## config.mk

```make
export PLATFORM = sky130hd
export DESIGN_NAME = prism_in_filter
export DESIGN_NICKNAME = d
export VERILOG_FILES = /design/src/rtl/prism_in_filter_pkg.sv /design/src/rtl/prism_in_filter_bit.sv /design/src/rtl/prism_in_filter.sv
export SDC_FILE = /design/constraint.sdc
export NUM_CORES = 1
export LEC_CHECK = 0
export ABC_AREA = 1
export ABC_CLOCK_PERIOD_IN_PS = 4670
export CAP_MARGIN = 20
export CELL_PAD_IN_SITES_DETAIL_PLACEMENT = 0
export CELL_PAD_IN_SITES_GLOBAL_PLACEMENT = 2
export CORE_MARGIN = 2
export CORE_UTILIZATION = 37
export CTS_CLUSTER_DIAMETER = 60
export CTS_CLUSTER_SIZE = 12
export DETAILED_ROUTE_END_ITERATION = 10
export DONT_BUFFER_PORTS = 1
export PLACE_DENSITY_LB_ADDON = 0.1
export SLEW_MARGIN = 20
export SYNTH_ARGS = -nofsm -noshare
export SYNTH_HDL_FRONTEND = slang
export SYNTH_SLANG_ARGS = --single-unit
```

## constraint.sdc

```tcl
create_clock -name clk -period 4.67 [get_ports clk]
set_input_delay 0.467 -clock clk [delete_from_list [all_inputs] [get_ports clk]]
set_output_delay 0.467 -clock clk [all_outputs]
set_load 0.05 [all_outputs]
```

## src/rtl/prism_in_filter_pkg.sv

```systemverilog
// prism_in_filter_pkg: register map, field positions and sticky-status helper for the input filter
package prism_in_filter_pkg;
  localparam logic [1:0] A_CTRL     = 2'd0;
  localparam logic [1:0] A_EDGE_EN  = 2'd1;
  localparam logic [1:0] A_STATUS   = 2'd2;
  localparam logic [1:0] A_IRQ_MASK = 2'd3;
  localparam int FILT_LEN_LSB = 0;
  localparam int FILT_EN_LSB  = 8;
  localparam int RISE_LSB     = 0;
  localparam int FALL_LSB     = 8;
  localparam int FILT_OUT_LSB = 16;
  function automatic logic [7:0] sticky_next(input logic [7:0] st, input logic [7:0] set, input logic [7:0] clr);
    return (st & ~clr) | set;
  endfunction
endpackage

```

## src/rtl/prism_in_filter_bit.sv

```systemverilog
// prism_in_filter_bit: per-pin glitch filter with saturating run counter and edge pulses
module prism_in_filter_bit #(
  parameter int CNT_W = 4
) (
  input  logic             clk,
  input  logic             rst,
  input  logic             i_pin,
  input  logic             i_bypass,
  input  logic [CNT_W-1:0] i_filt_len,
  output logic             o_filt,
  output logic             o_rise,
  output logic             o_fall
);
  logic [CNT_W-1:0] r_cnt;
  logic             r_filt;
  logic             r_rise;
  logic             r_fall;
  logic             w_diff;
  logic             w_toggle;
  assign w_diff   = i_pin != r_filt;
  // a lowered length compares against the already-accumulated count, so >= rather than ==
  assign w_toggle = w_diff & (i_bypass | (r_cnt >= i_filt_len - 1'b1));
  always_ff @(posedge clk or posedge rst) begin
    if (rst) begin
      r_cnt  <= '0;
      r_filt <= 1'b0;
      r_rise <= 1'b0;
      r_fall <= 1'b0;
    end else begin
      r_cnt  <= (i_bypass | ~w_diff | w_toggle) ? '0 : (&r_cnt) ? r_cnt : r_cnt + 1'b1;
      r_filt <= r_filt ^ w_toggle;
      r_rise <= w_toggle & ~r_filt;
      r_fall <= w_toggle & r_filt;
    end
  end
  assign o_filt = r_filt;
  assign o_rise = r_rise;
  assign o_fall = r_fall;
endmodule

```

## src/rtl/prism_in_filter.sv

```systemverilog
// prism_in_filter: register block, sticky edge status and edge interrupt around per-pin filters
module prism_in_filter
  import prism_in_filter_pkg::*;
#(
  parameter int WIDTH = 8,
  parameter int CNT_W = 4
) (
  input  logic             clk,
  input  logic             rst,
  input  logic [WIDTH-1:0] i_pin_in,
  input  logic             i_cfg_wr,
  input  logic [1:0]       i_cfg_addr,
  input  logic [31:0]      i_cfg_wdata,
  output logic [31:0]      o_cfg_rdata,
  output logic [WIDTH-1:0] o_filt_out,
  output logic [WIDTH-1:0] o_rise_pulse,
  output logic [WIDTH-1:0] o_fall_pulse,
  output logic             o_edge_irq
);
  logic [CNT_W-1:0] r_filt_len;
  logic [7:0]       r_filt_en;
  logic [7:0]       r_rise_en;
  logic [7:0]       r_fall_en;
  logic [7:0]       r_rise_st;
  logic [7:0]       r_fall_st;
  logic [7:0]       r_mask_r;
  logic [7:0]       r_mask_f;
  logic             r_irq;
  logic [7:0]       w_rise8;
  logic [7:0]       w_fall8;
  logic [15:0]      w_clr;
  logic [WIDTH-1:0] w_bypass;
  logic             w_unused;
  assign w_rise8  = 8'(o_rise_pulse);
  assign w_fall8  = 8'(o_fall_pulse);
  assign w_clr    = (i_cfg_wr && i_cfg_addr == A_STATUS) ? i_cfg_wdata[15:0] : 16'h0;
  assign w_unused = ^{i_cfg_wdata[31:16], r_filt_en};
  genvar g;
  generate
    for (g = 0; g < WIDTH; g++) begin : g_pin
      assign w_bypass[g] = ~r_filt_en[g] | (r_filt_len == '0);
      prism_in_filter_bit #(.CNT_W(CNT_W)) u_bit (
        .clk        (clk),
        .rst        (rst),
        .i_pin      (i_pin_in[g]),
        .i_bypass   (w_bypass[g]),
        .i_filt_len (r_filt_len),
        .o_filt     (o_filt_out[g]),
        .o_rise     (o_rise_pulse[g]),
        .o_fall     (o_fall_pulse[g])
      );
    end
  endgenerate
  always_ff @(posedge clk or posedge rst) begin
    if (rst) begin
      r_filt_len <= '0;
      r_filt_en  <= '0;
      r_rise_en  <= '0;
      r_fall_en  <= '0;
      r_rise_st  <= '0;
      r_fall_st  <= '0;
      r_mask_r   <= '0;
      r_mask_f   <= '0;
      r_irq      <= 1'b0;
    end else begin
      if (i_cfg_wr && i_cfg_addr == A_CTRL) begin
        r_filt_len <= i_cfg_wdata[FILT_LEN_LSB +: CNT_W];
        r_filt_en  <= i_cfg_wdata[FILT_EN_LSB +: 8];
      end
      if (i_cfg_wr && i_cfg_addr == A_EDGE_EN) begin
        r_rise_en <= i_cfg_wdata[RISE_LSB +: 8];
        r_fall_en <= i_cfg_wdata[FALL_LSB +: 8];
      end
      if (i_cfg_wr && i_cfg_addr == A_IRQ_MASK) begin
        r_mask_r <= i_cfg_wdata[RISE_LSB +: 8];
        r_mask_f <= i_cfg_wdata[FALL_LSB +: 8];
      end
      // set is ORed in after the clear so a coincident new edge is never lost
      r_rise_st <= sticky_next(r_rise_st, w_rise8 & r_rise_en, w_clr[RISE_LSB +: 8]);
      r_fall_st <= sticky_next(r_fall_st, w_fall8 & r_fall_en, w_clr[FALL_LSB +: 8]);
      r_irq     <= |((r_rise_st & r_mask_r) | (r_fall_st & r_mask_f));
    end
  end
  always_comb begin
    o_cfg_rdata = (i_cfg_addr == A_CTRL)    ? {16'h0, r_filt_en, 8'(r_filt_len)} :
                  (i_cfg_addr == A_EDGE_EN) ? {16'h0, r_fall_en, r_rise_en} :
                  (i_cfg_addr == A_STATUS)  ? {8'h0, 8'(o_filt_out), r_fall_st, r_rise_st} :
                                              {16'h0, r_mask_f, r_mask_r};
  end
  assign o_edge_irq = r_irq;
endmodule

```

== After elaboration in Yosys (flattened, before gate mapping) ==
Index checks and enable logic that the tools add are counted.
Storage, ports and cells
  bits in registers: 117
  bits of input ports: 45
  output and inout port bits: 57
  word-level logic and storage cells: 211
Cells by class
  $add $sub $neg: 9
  magnitude comparators: 8
  eq/ne operators: 19
  muxes and demuxes: 20
  bitwise logic cells: 99
  reduce and logical (&&, ||, !) cells: 15
Operators with widths (count)
  24-bit 2-to-1 mux: 3
  4-bit 2-to-1 mux: 16
  8-bit AND: 6
  4-bit by 1-bit adder with 4-bit output, second input constant: 8
  4-bit >= comparator: 8
  1-bit OR: 32
  4-bit AND reduction: 8
  1-bit AND: 24
  1-bit inverter: 24
  8-bit OR: 3
  16-bit 2-to-1 mux: 1
  2-bit by 1-bit inequality test with 1-bit output, second input constant: 8
  8-bit inverter: 2
  1-bit inequality test: 8
  8-bit OR reduction: 1
  1-bit XOR: 8
  2-bit == test, second input constant: 2
  1-bit logical AND: 4
  4-bit logical NOT: 1
  4-bit by 1-bit subtractor with 4-bit output, second input constant: 1
  2-bit by 1-bit == test with 1-bit output, second input constant: 1
  2-bit logical NOT: 1

== Logic depth before layout (Yosys ltp) ==
Gate-level depths: netlist of run 1.
  word-level depth: 6
  mapped depth: 12
  gate-level depth less buffers: 12

== Cells and area by module ==
From an unflattened synthesis of run 1, not the netlist that was laid out.
Unflattened totals
  cell total of the unflattened synthesis: 921
  area, all modules: 6939.2 um^2
By module, submodules not included
  prism_in_filter_bit: times used 8, cells an instance 59, area each 465.4 um^2, seq. area each 175.2 um^2
  prism_in_filter: times used 1, cells an instance 449, area each 3215.6 um^2, seq. area each 1526.5 um^2

== Least setup slack after synthesis of run 1 ==
Ideal clock, no wire load.
  path type: input to output
  start point: input i_cfg_addr[1]
  end point: output o_cfg_rdata[4]
  arrival: 2.046 ns
  data required time: 4.203 ns
  path slack: 2.157 ns
  cell stages on the path: 5
  path buffers: 2
  cells stage by stage: buf_4 > nand2_2 > buf_4 > nor2_1 > nor3_1
Between the ends
  cells in the longest elaborated chain, start to end: 4
  elaborated cells on any way between the ends: 6
Ends and longest elaborated chain
  start: declaration: RTL line prism_in_filter.sv:12  | input logic [1:0] i_cfg_addr,
  2-bit == test: RTL line prism_in_filter.sv:87  | (i_cfg_addr == A_STATUS) ? {8'h0, 8'(o_filt_out), r_fall_st, r_rise_st} :
  24-bit 2-to-1 mux: RTL line prism_in_filter.sv:87
  24-bit 2-to-1 mux: RTL line prism_in_filter.sv:86  | (i_cfg_addr == A_EDGE_EN) ? {16'h0, r_fall_en, r_rise_en} :
  24-bit 2-to-1 mux *: RTL line prism_in_filter.sv:85  | o_cfg_rdata = (i_cfg_addr == A_CTRL) ? {16'h0, r_filt_en, 8'(r_filt_len)} :
  end: declaration: RTL line prism_in_filter.sv:14  | output logic [31:0] o_cfg_rdata,
Mark *: on every way between the ends. The rest lies on a longest branch, timed or not.

== Final worst setup path of run 1 ==
  start point: input i_cfg_addr[0]
  end point: output o_cfg_rdata[12]
Same word-level chain as after synthesis.

==> run summary, run 1 <==
worst slew pin tran -> 1.101 ns
Leak Pwr -> 3.654 nW
Final Max Slew Viols -> 0
initial antenna violation count -> 0
Layout area overhead -> 10.50%
Die Ht -> 136.7 um
MaxCap Viol Count -> 0
Tcrit/Tclk final -> 57.10%
# setup viols final -> 0
clock buffer count from CTS -> 17
share of cells above drive strength 1 -> 9.880%
post-CTS sizing -> 0
Fin Setup TNS -> 0 ns
Num Clock Sinks -> 117
Tot GR Track Use -> 18.83%
root buffer cell -> clkbuf_16
Power Dens Cells -> 519.6 nW/um^2
drt first pass iters -> 5
Cell variety after synth -> 30
VDD IR max -> 0.2918 mV
ANT cells -> 0
mapped cell area -> 6518 um^2
vias in the first global route -> 4,890
outcome -> completed
clock insertion delay at the later pin of the skew report -> 0.42 ns
Die W -> 136.7 um
f_max -> 375.0 MHz
largest net degree at the start of global routing -> 55
largest fanout on the critical path -> 26
Cells after Synth -> 831
die area -> 18,690 um^2
critical path class -> in -> out
final wirelength -> 16.58 mm
Seq cells post-synth -> 117
slew margin rel. -> 26.08%
maximum clock insertion buffer count -> 2
grt total ovfl -> 0
Overall Power -> 3.742 mW
IO Port Bufs -> 0
Fin Hold WS -> 0.1543 ns
Final Wtd Congestion -> 0.7862
core footprint -> 17,240 um^2
sequential share of the synthesized area -> 44.92%
Worst-path clk slew -> 0.06 ns
Setup Skew -> 0.008917 ns
drt drc -> 0
fin nets -> 895
vias per cell -> 4.805
row count -> 48
synthesized area per cell -> 7.843 um^2
Final Hold Vio Count -> 0
CP Launch Type -> input pin
post-route insts no fill -> 1,055
Yosys warning total -> 0
cts-stage hold buffer count -> 1
H-tree levels -> 4
WP data required -> 4.20 ns
routed vias -> 5,069
first-pass GRT wire length -> 26.12 mm
RSZ-0062 raised after global routing -> no
CTS tree -> yes
dpl cell area -> 6559 um^2
worst path arrival time -> 2.20 ns
CP Capture Type -> output port
Initial Util -> 37.81%
setup bufs post-CTS -> 0
placed cells -> 1,022
post-route cell area -> 7202 um^2
DR WL/cell -> 15.72 um
I/O pin total -> 102
Post-DRT Antenna Nets -> 0
Final min period -> 2.667 ns
worst hold path class -> in -> reg
Initial DRC Count -> 298
hpwl dp -> 11.60 mm
-- power by group --
group | leakage [nW] | switching [mW] | internal [mW]
Clock | 0.295 | 0.501 | 0.895
Combinational | 1.87 | 0.584 | 0.245
Sequential | 1.49 | 0.323 | 1.19
Total | 3.65 | 1.41 | 2.33
-- cells in the mapped netlist (all sizes together) --
cell type / number / area share [%]
mux2i: 1 / 0.15
o221ai: 8 / 1.1
dfrtp: 117 / 45
xor2: 13 / 1.7
nand2: 237 / 14
nand4: 2 / 0.19
ha: 33 / 6.3
conb: 1 / 0.058
buf: 41 / 4.5
inv: 115 / 6.6
a21oi: 7 / 0.54
o211ai: 3 / 0.35
a221oi: 2 / 0.27
nor2: 91 / 5.5
clkbuf: 5 / 0.29
xnor2: 1 / 0.13
o21ai: 94 / 7.2
nor3: 1 / 0.077
or2: 5 / 0.48
mux2: 5 / 0.86
nand3: 49 / 4.6
-- kinds of logic (layout without fill, tap and decap cells) --
kind of cell	Yosys count	after routing	synth area share, %
adders and majority gates	33	33	6.335
AOI/OAI and AO/OA	114	114	9.445
xor gates and xnor gates	14	14	1.881
muxes	6	6	1.017
other	1	8	0.05754
DFF	117	117	44.92
buffers and inverters	161	153	11.40
and+or+nand+nor	385	385	24.94
-- per-layer routing --
metal	vias to the layer above	routed length, um	global-route usage [%]
met5	-	0	0
met4	0	239	6.655
met3	16	921	5.037
met2	106	7167	27.97
met1	2381	8252	26.35
li1	2566	-	-
-- layout by cell type, fill, tap and decap left out, drive strengths merged --
cell type / count
or2: 5
a21oi: 7
ha: 33
clkinvlp: 4
inv: 115
xnor2: 1
nand3: 49
xor2: 13
bufinv: 4
a221oi: 2
o211ai: 3
mux2: 5
clkbuf: 17
nand2: 237
dlygate4sd3: 1
dfrtp: 117
o21ai: 94
nor3: 1
buf: 5
nand4: 2
mux2i: 1
o221ai: 8
clkinv: 7
conb: 8
nor2: 91
-- critical path: stages --
cell and delay [ns]:
inv_2 0.08, nand2_2 0.43, nand2_2 0.44, o221ai_1 0.16, o21ai_1 0.61
-- registers in the layout, indices dropped and copies added (netlist names), named ones only --
signal	count
g_pin.u_bit.r_cnt	32
g_pin.u_bit.o_fall	8
g_pin.u_bit.o_rise	8
r_fall_en	8
r_fall_st	8
r_filt_en	8
r_mask_f	8
r_mask_r	8
r_rise_en	8
r_rise_st	8
r_filt_len	4
o_edge_irq	1
-- per-stage QoR --
stage / setup WS (ns) / util, %
floorplan: 1.102 / -
global placement: 1.992 / 38.05
detailed placement: 1.945 / 38.05
CTS: 1.948 / 41.78
global route: 1.867 / 41.78
finish: 2.003 / 41.78
-- final cells by class --
type,instances,area (um^2)
fill,1706,10030
sequential,117,2928
multi-input combinational,560,2878
inverter,115,434.2
clock buffer,17,425.4
tap,225,281.5
clock inverter,15,207.7
timing repair buffer,6,47.55
-- final timing paths --
check / start / end / depth (start not counted) / slack (ns)
setup / recovery: i_cfg_addr[0] / o_cfg_rdata[12] / 5 / 2.00
hold / removal: i_pin_in[4] / flip-flop / 2 / 0.15
setup reg to reg: r_filt_len[0]$_DFFE_PP0P_ / flip-flop / 11 / 2.16
hold reg to reg: r_filt_en[1]$_DFFE_PP0P_ / r_filt_en[1]$_DFFE_PP0P_ / 2 / 0.48
max in group asynchronous: rst / r_fall_en[6]$_DFFE_PP0P_ / 3 / 3.14
min in group asynchronous: rst / g_pin[6].u_bit.r_cnt[2]$_DFFE_PP0P_ / 2 / 0.49
No activity file was read; power rests on OpenSTA's default activity.
==> run 2: changes to the inputs <==
--- a/config.mk
+++ b/config.mk
@@ -6,7 +6,7 @@
 export NUM_CORES = 1
 export LEC_CHECK = 0
 export ABC_AREA = 1
-export ABC_CLOCK_PERIOD_IN_PS = 4670
+export ABC_CLOCK_PERIOD_IN_PS = 2700
 export CAP_MARGIN = 20
 export CELL_PAD_IN_SITES_DETAIL_PLACEMENT = 0
 export CELL_PAD_IN_SITES_GLOBAL_PLACEMENT = 2
==> constraint.sdc (replaced) <==
create_clock -name clk -period 2.7 [get_ports clk]
set_input_delay 0.27 -clock clk [delete_from_list [all_inputs] [get_ports clk]]
set_output_delay 0.27 -clock clk [all_outputs]
set_load 0.05 [all_outputs]
==> run summary, run 2 (synthesized netlist as in run 1, its figures left out) <==
outcome -> completed
placed cells -> 1,045
Die Ht -> 136.7 um
IO Port Bufs -> 0
Tot GR Track Use -> 19.57%
Tcrit/Tclk final -> 78.20%
drt drc -> 0
Leak Pwr -> 3.795 nW
f_max -> 473.6 MHz
clock power share -> 34.4%
Worst Hold Launch -> i_pin_in[2]
clock buffer count from CTS -> 17
row count -> 48
I/O pin total -> 102
Post-DRT Antenna Nets -> 0
vias per cell -> 4.789
worst path arrival time -> 2.45 ns
Layout area overhead -> 13.67%
CP most frequent cell -> nand2_1
initial antenna violation count -> 0
Top reg by flops -> g_pin.u_bit.r_cnt
CP Capture Point -> g_pin[6].u_bit.r_cnt[3]$_DFFE_PP0P_
FF-to-FF End -> g_pin[6].u_bit.r_cnt[3]$_DFFE_PP0P_
Final min period -> 2.112 ns
max reg flops -> 32
max incr delay on CP -> 0.62 ns
critical path, cell by cell -> inv_1 -> ha_1 -> ha_1 -> nand2_1 -> nand2_1 -> nand2_1 -> nand2_1 -> nand2_1 -> nand3_2 -> nor2_1
cts-stage hold buffer count -> 9
Final Wtd Congestion -> 0.7628
die area -> 18,690 um^2
slew margin rel. -> 50.68%
maximum clock insertion buffer count -> 2
grt met3 use -> 4.852%
Pint -> 3.983 mW
share of cells above drive strength 1 -> 11.64%
Seq pwr share -> 41.6%
drt first pass iters -> 5
vias in the first global route -> 5,094
critical path's slowest cell -> ha_1
Final Hold Vio Count -> 0
core footprint -> 17,240 um^2
first-pass GRT wire length -> 27.27 mm
largest fanout on the critical path -> 8
MaxCap Viol Count -> 0
Worst-path clk slew -> 0.05 ns
largest net degree at the start of global routing -> 63
WP data required -> 3.04 ns
r2r setup slk -> 0.59 ns
Initial Util -> 37.81%
CP Launch Type -> flip-flop
RR Startpoint -> r_filt_len[1]$_DFFE_PP0P_
worst slew pin tran -> 0.7382 ns
post-route insts no fill -> 1,084
post-CTS sizing -> 0
Die W -> 136.7 um
commonest non-fill, non-tap cell in the layout -> nand2_1
met1 GRT Util -> 26.51%
Fin Setup TNS -> 0 ns
final wirelength -> 17.05 mm
Switch Pwr -> 2.344 mW
RSZ-0062 raised after global routing -> no
CTS tree -> yes
setup bufs post-CTS -> 0
worst hold path class -> in -> reg
commonest cells after routing, fill and taps aside -> nand2_1, dfrtp_1, inv_1, nor2_1, o21ai_0
r2r worst-path depth -> 10
fin nets -> 926
Initial DRC Count -> 318
Comb power frac -> 24.0%
CP Capture Type -> flip-flop
Power Dens Cells -> 854.1 nW/um^2
CP startpoint -> r_filt_len[1]$_DFFE_PP0P_
# setup viols final -> 0
VDD IR max -> 0.4640 mV
Setup Skew -> 0.008761 ns
critical path class -> reg -> reg
met2 Track Usage GR -> 30.58%
grt total ovfl -> 0
H-tree levels -> 4
clock insertion delay at the later pin of the skew report -> 0.41 ns
Final Max Slew Viols -> 0
hpwl dp -> 11.99 mm
ANT cells -> 0
root buffer cell -> clkbuf_16
Num Clock Sinks -> 117
GRT busiest layer -> met2
DR WL/cell -> 15.73 um
Sw Share -> 37.04%
routed vias -> 5,191
-- run 2: changes by cell type in the layout (fill, tap and decap cells not counted) --
cell,before,now
buf_12,0,1
bufinv_16,4,1
clkbuf_8,0,7
clkbuf_1,0,3
clkinvlp_4,4,1
clkinv_2,1,2
dlygate4sd3_1,1,9
clkinv_4,6,0
inv_4,1,0
buf_4,5,27
-- run 2: layout make-up --
| class | count | area, um^2 |
|---|---|---|
| Clock buffer | 27 | 533.0 |
| Clock inverter | 3 | 40.04 |
| Fill cell | 1717 | 9828 |
| Inverter | 115 | 435.4 |
| Multi-Input combinational cell | 560 | 2878 |
| Sequential cell | 117 | 2928 |
| Tap cell | 225 | 281.5 |
| Timing Repair Buffer | 37 | 312.8 |
-- run 2: layer usage --
metal | share of wire (%) | vias to the layer above
met5 | 0 | -
met2 | 46 | 112
met1 | 47 | 2428
li1 | - | 2628
met4 | 1.8 | 0
met3 | 5.3 | 23
-- run 2: critical path, delay by kind of cell (launching register included) --
kind | cells | cell delay [ns]
adder cells (fa/ha/maj) | 2 | 0.95
AND/OR/NAND/NOR | 7 | 0.61
flip-flops | 1 | 0.41
buffers and inverters | 1 | 0.08
-- run 2: how the worst min path moves through the flow --
stage | end | slack [ns] | cells after the start
floorplan | flip-flop | 0.38 | 2
global placement | async pin | 0.30 | 1
detailed placement | async pin | 0.30 | 1
CTS | g_pin[1].u_bit.o_fall$_DFF_PP0_ | 0.008 | 2
global route | g_pin[1].u_bit.o_fall$_DFF_PP0_ | 0.01 | 2
finish | g_pin[2].u_bit.o_fall$_DFF_PP0_ | 0.03 | 2
-- run 2: metrics by stage --
stage	util (%)	area, um^2	hold WS, ns	total power [mW]	setup WS [ns]
2_1_floorplan	-	6548	0.3796	3.824	0.5805
3_3_place_gp	39.13	6745	0.3020	4.146	0.5932
3_5_place_dp	39.13	6745	0.3020	4.187	0.5902
4_1_cts	42.98	7408	0.007671	6.414	0.5857
5_1_grt	42.98	7408	0.01025	6.742	0.3982
6_report	42.98	7408	0.02684	6.327	0.5885
-- run 2: power groups by stage --
stage,combinational [mW],sequential (mW),clock [mW]
6_report,1.52,2.63,2.18
4_1_cts,1.55,2.63,2.24
2_1_floorplan,1.53,2.29,0
3_3_place_gp,1.50,2.65,0
5_1_grt,1.75,2.68,2.32
3_5_place_dp,1.53,2.66,0
==> run 3: changes to the inputs <==
--- a/config.mk
+++ b/config.mk
@@ -6,12 +6,12 @@
 export NUM_CORES = 1
 export LEC_CHECK = 0
 export ABC_AREA = 1
-export ABC_CLOCK_PERIOD_IN_PS = 2700
+export ABC_CLOCK_PERIOD_IN_PS = 1800
 export CAP_MARGIN = 20
 export CELL_PAD_IN_SITES_DETAIL_PLACEMENT = 0
 export CELL_PAD_IN_SITES_GLOBAL_PLACEMENT = 2
 export CORE_MARGIN = 2
-export CORE_UTILIZATION = 37
+export CORE_UTILIZATION = 34
 export CTS_CLUSTER_DIAMETER = 60
 export CTS_CLUSTER_SIZE = 12
 export DETAILED_ROUTE_END_ITERATION = 10
==> constraint.sdc (replaced) <==
create_clock -name clk -period 1.8 [get_ports clk]
set_input_delay 0.18 -clock clk [delete_from_list [all_inputs] [get_ports clk]]
set_output_delay 0.18 -clock clk [all_outputs]
set_load 0.05 [all_outputs]
==> run summary, run 3 (synthesized netlist as in run 1, its figures left out) <==
VDD IR max -> 0.6533 mV
maximum clock insertion buffer count -> 2
Layout area overhead -> 28.72%
Num Clock Sinks -> 117
DR WL/cell -> 16.13 um
routed vias -> 5,430
CP Capture Point -> g_pin[4].u_bit.r_cnt[2]$_DFFE_PP0P_
RR Startpoint -> r_filt_len[0]$_DFFE_PP0P_
CP Launch Type -> flip-flop
I/O pin total -> 102
grt total ovfl -> 0
Tcrit/Tclk final -> 97.80%
WP data required -> 2.15 ns
FF-to-FF End -> g_pin[4].u_bit.r_cnt[2]$_DFFE_PP0P_
Final Wtd Congestion -> 0.7780
slew margin rel. -> 49.04%
worst hold path class -> in -> reg
CP startpoint -> r_filt_len[0]$_DFFE_PP0P_
r2r worst-path depth -> 11
CP Capture Type -> flip-flop
hpwl dp -> 12.91 mm
first-pass GRT wire length -> 28.91 mm
worst path arrival time -> 2.11 ns
Final min period -> 1.760 ns
drt first pass iters -> 7
# setup viols final -> 0
final core occ -> 44.70%
CTS tree -> yes
core footprint -> 18,770 um^2
IO Port Bufs -> 0
post-route cell area -> 8389 um^2
outcome -> completed
Final Hold Vio Count -> 0
critical path, cell by cell -> inv_2 -> ha_4 -> buf_6 -> ha_4 -> nand2_2 -> nand2_2 -> nand2_1 -> nand2_1 -> nand2_2 -> nand3_4 -> nor2_2
Top reg by flops -> g_pin.u_bit.r_cnt
largest net degree at the start of global routing -> 55
vias in the first global route -> 5,308
fill count -> 1,912
RSZ-0062 raised after global routing -> yes
clock insertion delay at the later pin of the skew report -> 0.41 ns
die area -> 20,290 um^2
initial antenna violation count -> 0
f_max -> 568.0 MHz
vias per cell -> 4.776
critical path class -> reg -> reg
Initial DRC Count -> 305
Die W -> 142.5 um
r2r setup slk -> 0.04 ns
Setup Skew -> 0.01034 ns
CP most frequent cell -> nand2_2
H-tree levels -> 4
row count -> 50
Fin Hold WS -> 0.008101 ns
max reg flops -> 32
drt drc -> 0
Post-DRT Antenna Nets -> 0
commonest cells after routing, fill and taps aside -> nand2_1, dfrtp_1, inv_1, nor2_1, o21ai_0
worst slew pin tran -> 0.7636 ns
largest fanout on the critical path -> 4
max incr delay on CP -> 0.38 ns
Final Max Slew Viols -> 0
Leak Pwr -> 4.079 nW
commonest non-fill, non-tap cell in the layout -> nand2_1
ANT cells -> 0
share of cells above drive strength 1 -> 21.15%
Worst-path clk slew -> 0.06 ns
hold path depth -> 2
Overall Power -> 10.49 mW
fin nets -> 968
final wirelength -> 18.34 mm
dpl cell area -> 7162 um^2
clock buffer count from CTS -> 17
critical path's slowest cell -> dfrtp_1
Power Dens Cells -> 1250 nW/um^2
Tot GR Track Use -> 18.97%
MaxCap Viol Count -> 0
Die Ht -> 142.5 um
Initial Util -> 34.73%
root buffer cell -> clkbuf_16
run 3: report_power, final:
part,total [mW],switching [mW],internal [mW]
clock,3.50,1.22,2.28
combinational,3.20,1.98,1.22
sequential,3.79,0.686,3.10
total,10.5,3.89,6.60
run 3: worst min path at each step:
stage	from	to
4_1_cts	i_cfg_wdata[9]	r_fall_en[1]$_DFFE_PP0P_
5_1_grt	i_cfg_wdata[9]	r_filt_en[1]$_DFFE_PP0P_
3_5_place_dp	rst	r_rise_en[4]$_DFFE_PP0P_
2_1_floorplan	i_pin_in[7]	flip-flop
6_report	i_cfg_wdata[2]	r_rise_en[2]$_DFFE_PP0P_
3_3_place_gp	rst	r_rise_en[4]$_DFFE_PP0P_
run 3: final cells by class:
type	instances	area [um^2]	area share, %
multi-input combinational	560	3251	38.75
sequential	117	2929	34.91
timing repair buffer	79	878.3	10.47
clock buffer	23	478.0	5.697
inverter	115	435.4	5.190
tap	234	292.8	3.490
clock inverter	9	125.1	1.491
run 3: stage by stage:
stage                     std cells  setup TNS, ns  worst slack [ns]
after global routing           1137        -0.2602          -0.03662
after global placement         1082         -2.451          -0.09089
after detailed placement       1082         -4.158           -0.1235
after floorplan                 838        -0.4581           -0.1145
after CTS                      1137              0           0.01910
final                          1137              0           0.03956
run 3: worst max-delay path, delay by kind of cell (launching register included):
family | cells | cell delay (ns)
fa+ha+maj | 2 | 0.43
simple gates | 7 | 0.64
flops | 1 | 0.38
buf+inv | 2 | 0.25
run 3: routing by layer:
metal	part of all wire, %	vias up	wire, um	track usage [%]
met5	0	-	0	0
met4	0.93	0	170	4.221
met3	4.4	11	808	4.778
met2	48	98	8757	31.38
met1	47	2612	8606	25.14
li1	-	2709	-	-
run 3: repair_timing:
action / in CTS / in global routing
gates resized for setup: 12 / 71
pin swaps: 6 / 39
endpoints found under the setup margin: 56 / 58
setup buffers: 1 / 0
hold buffers: 23 / 0
endpoints found under the hold margin: 77 / 0
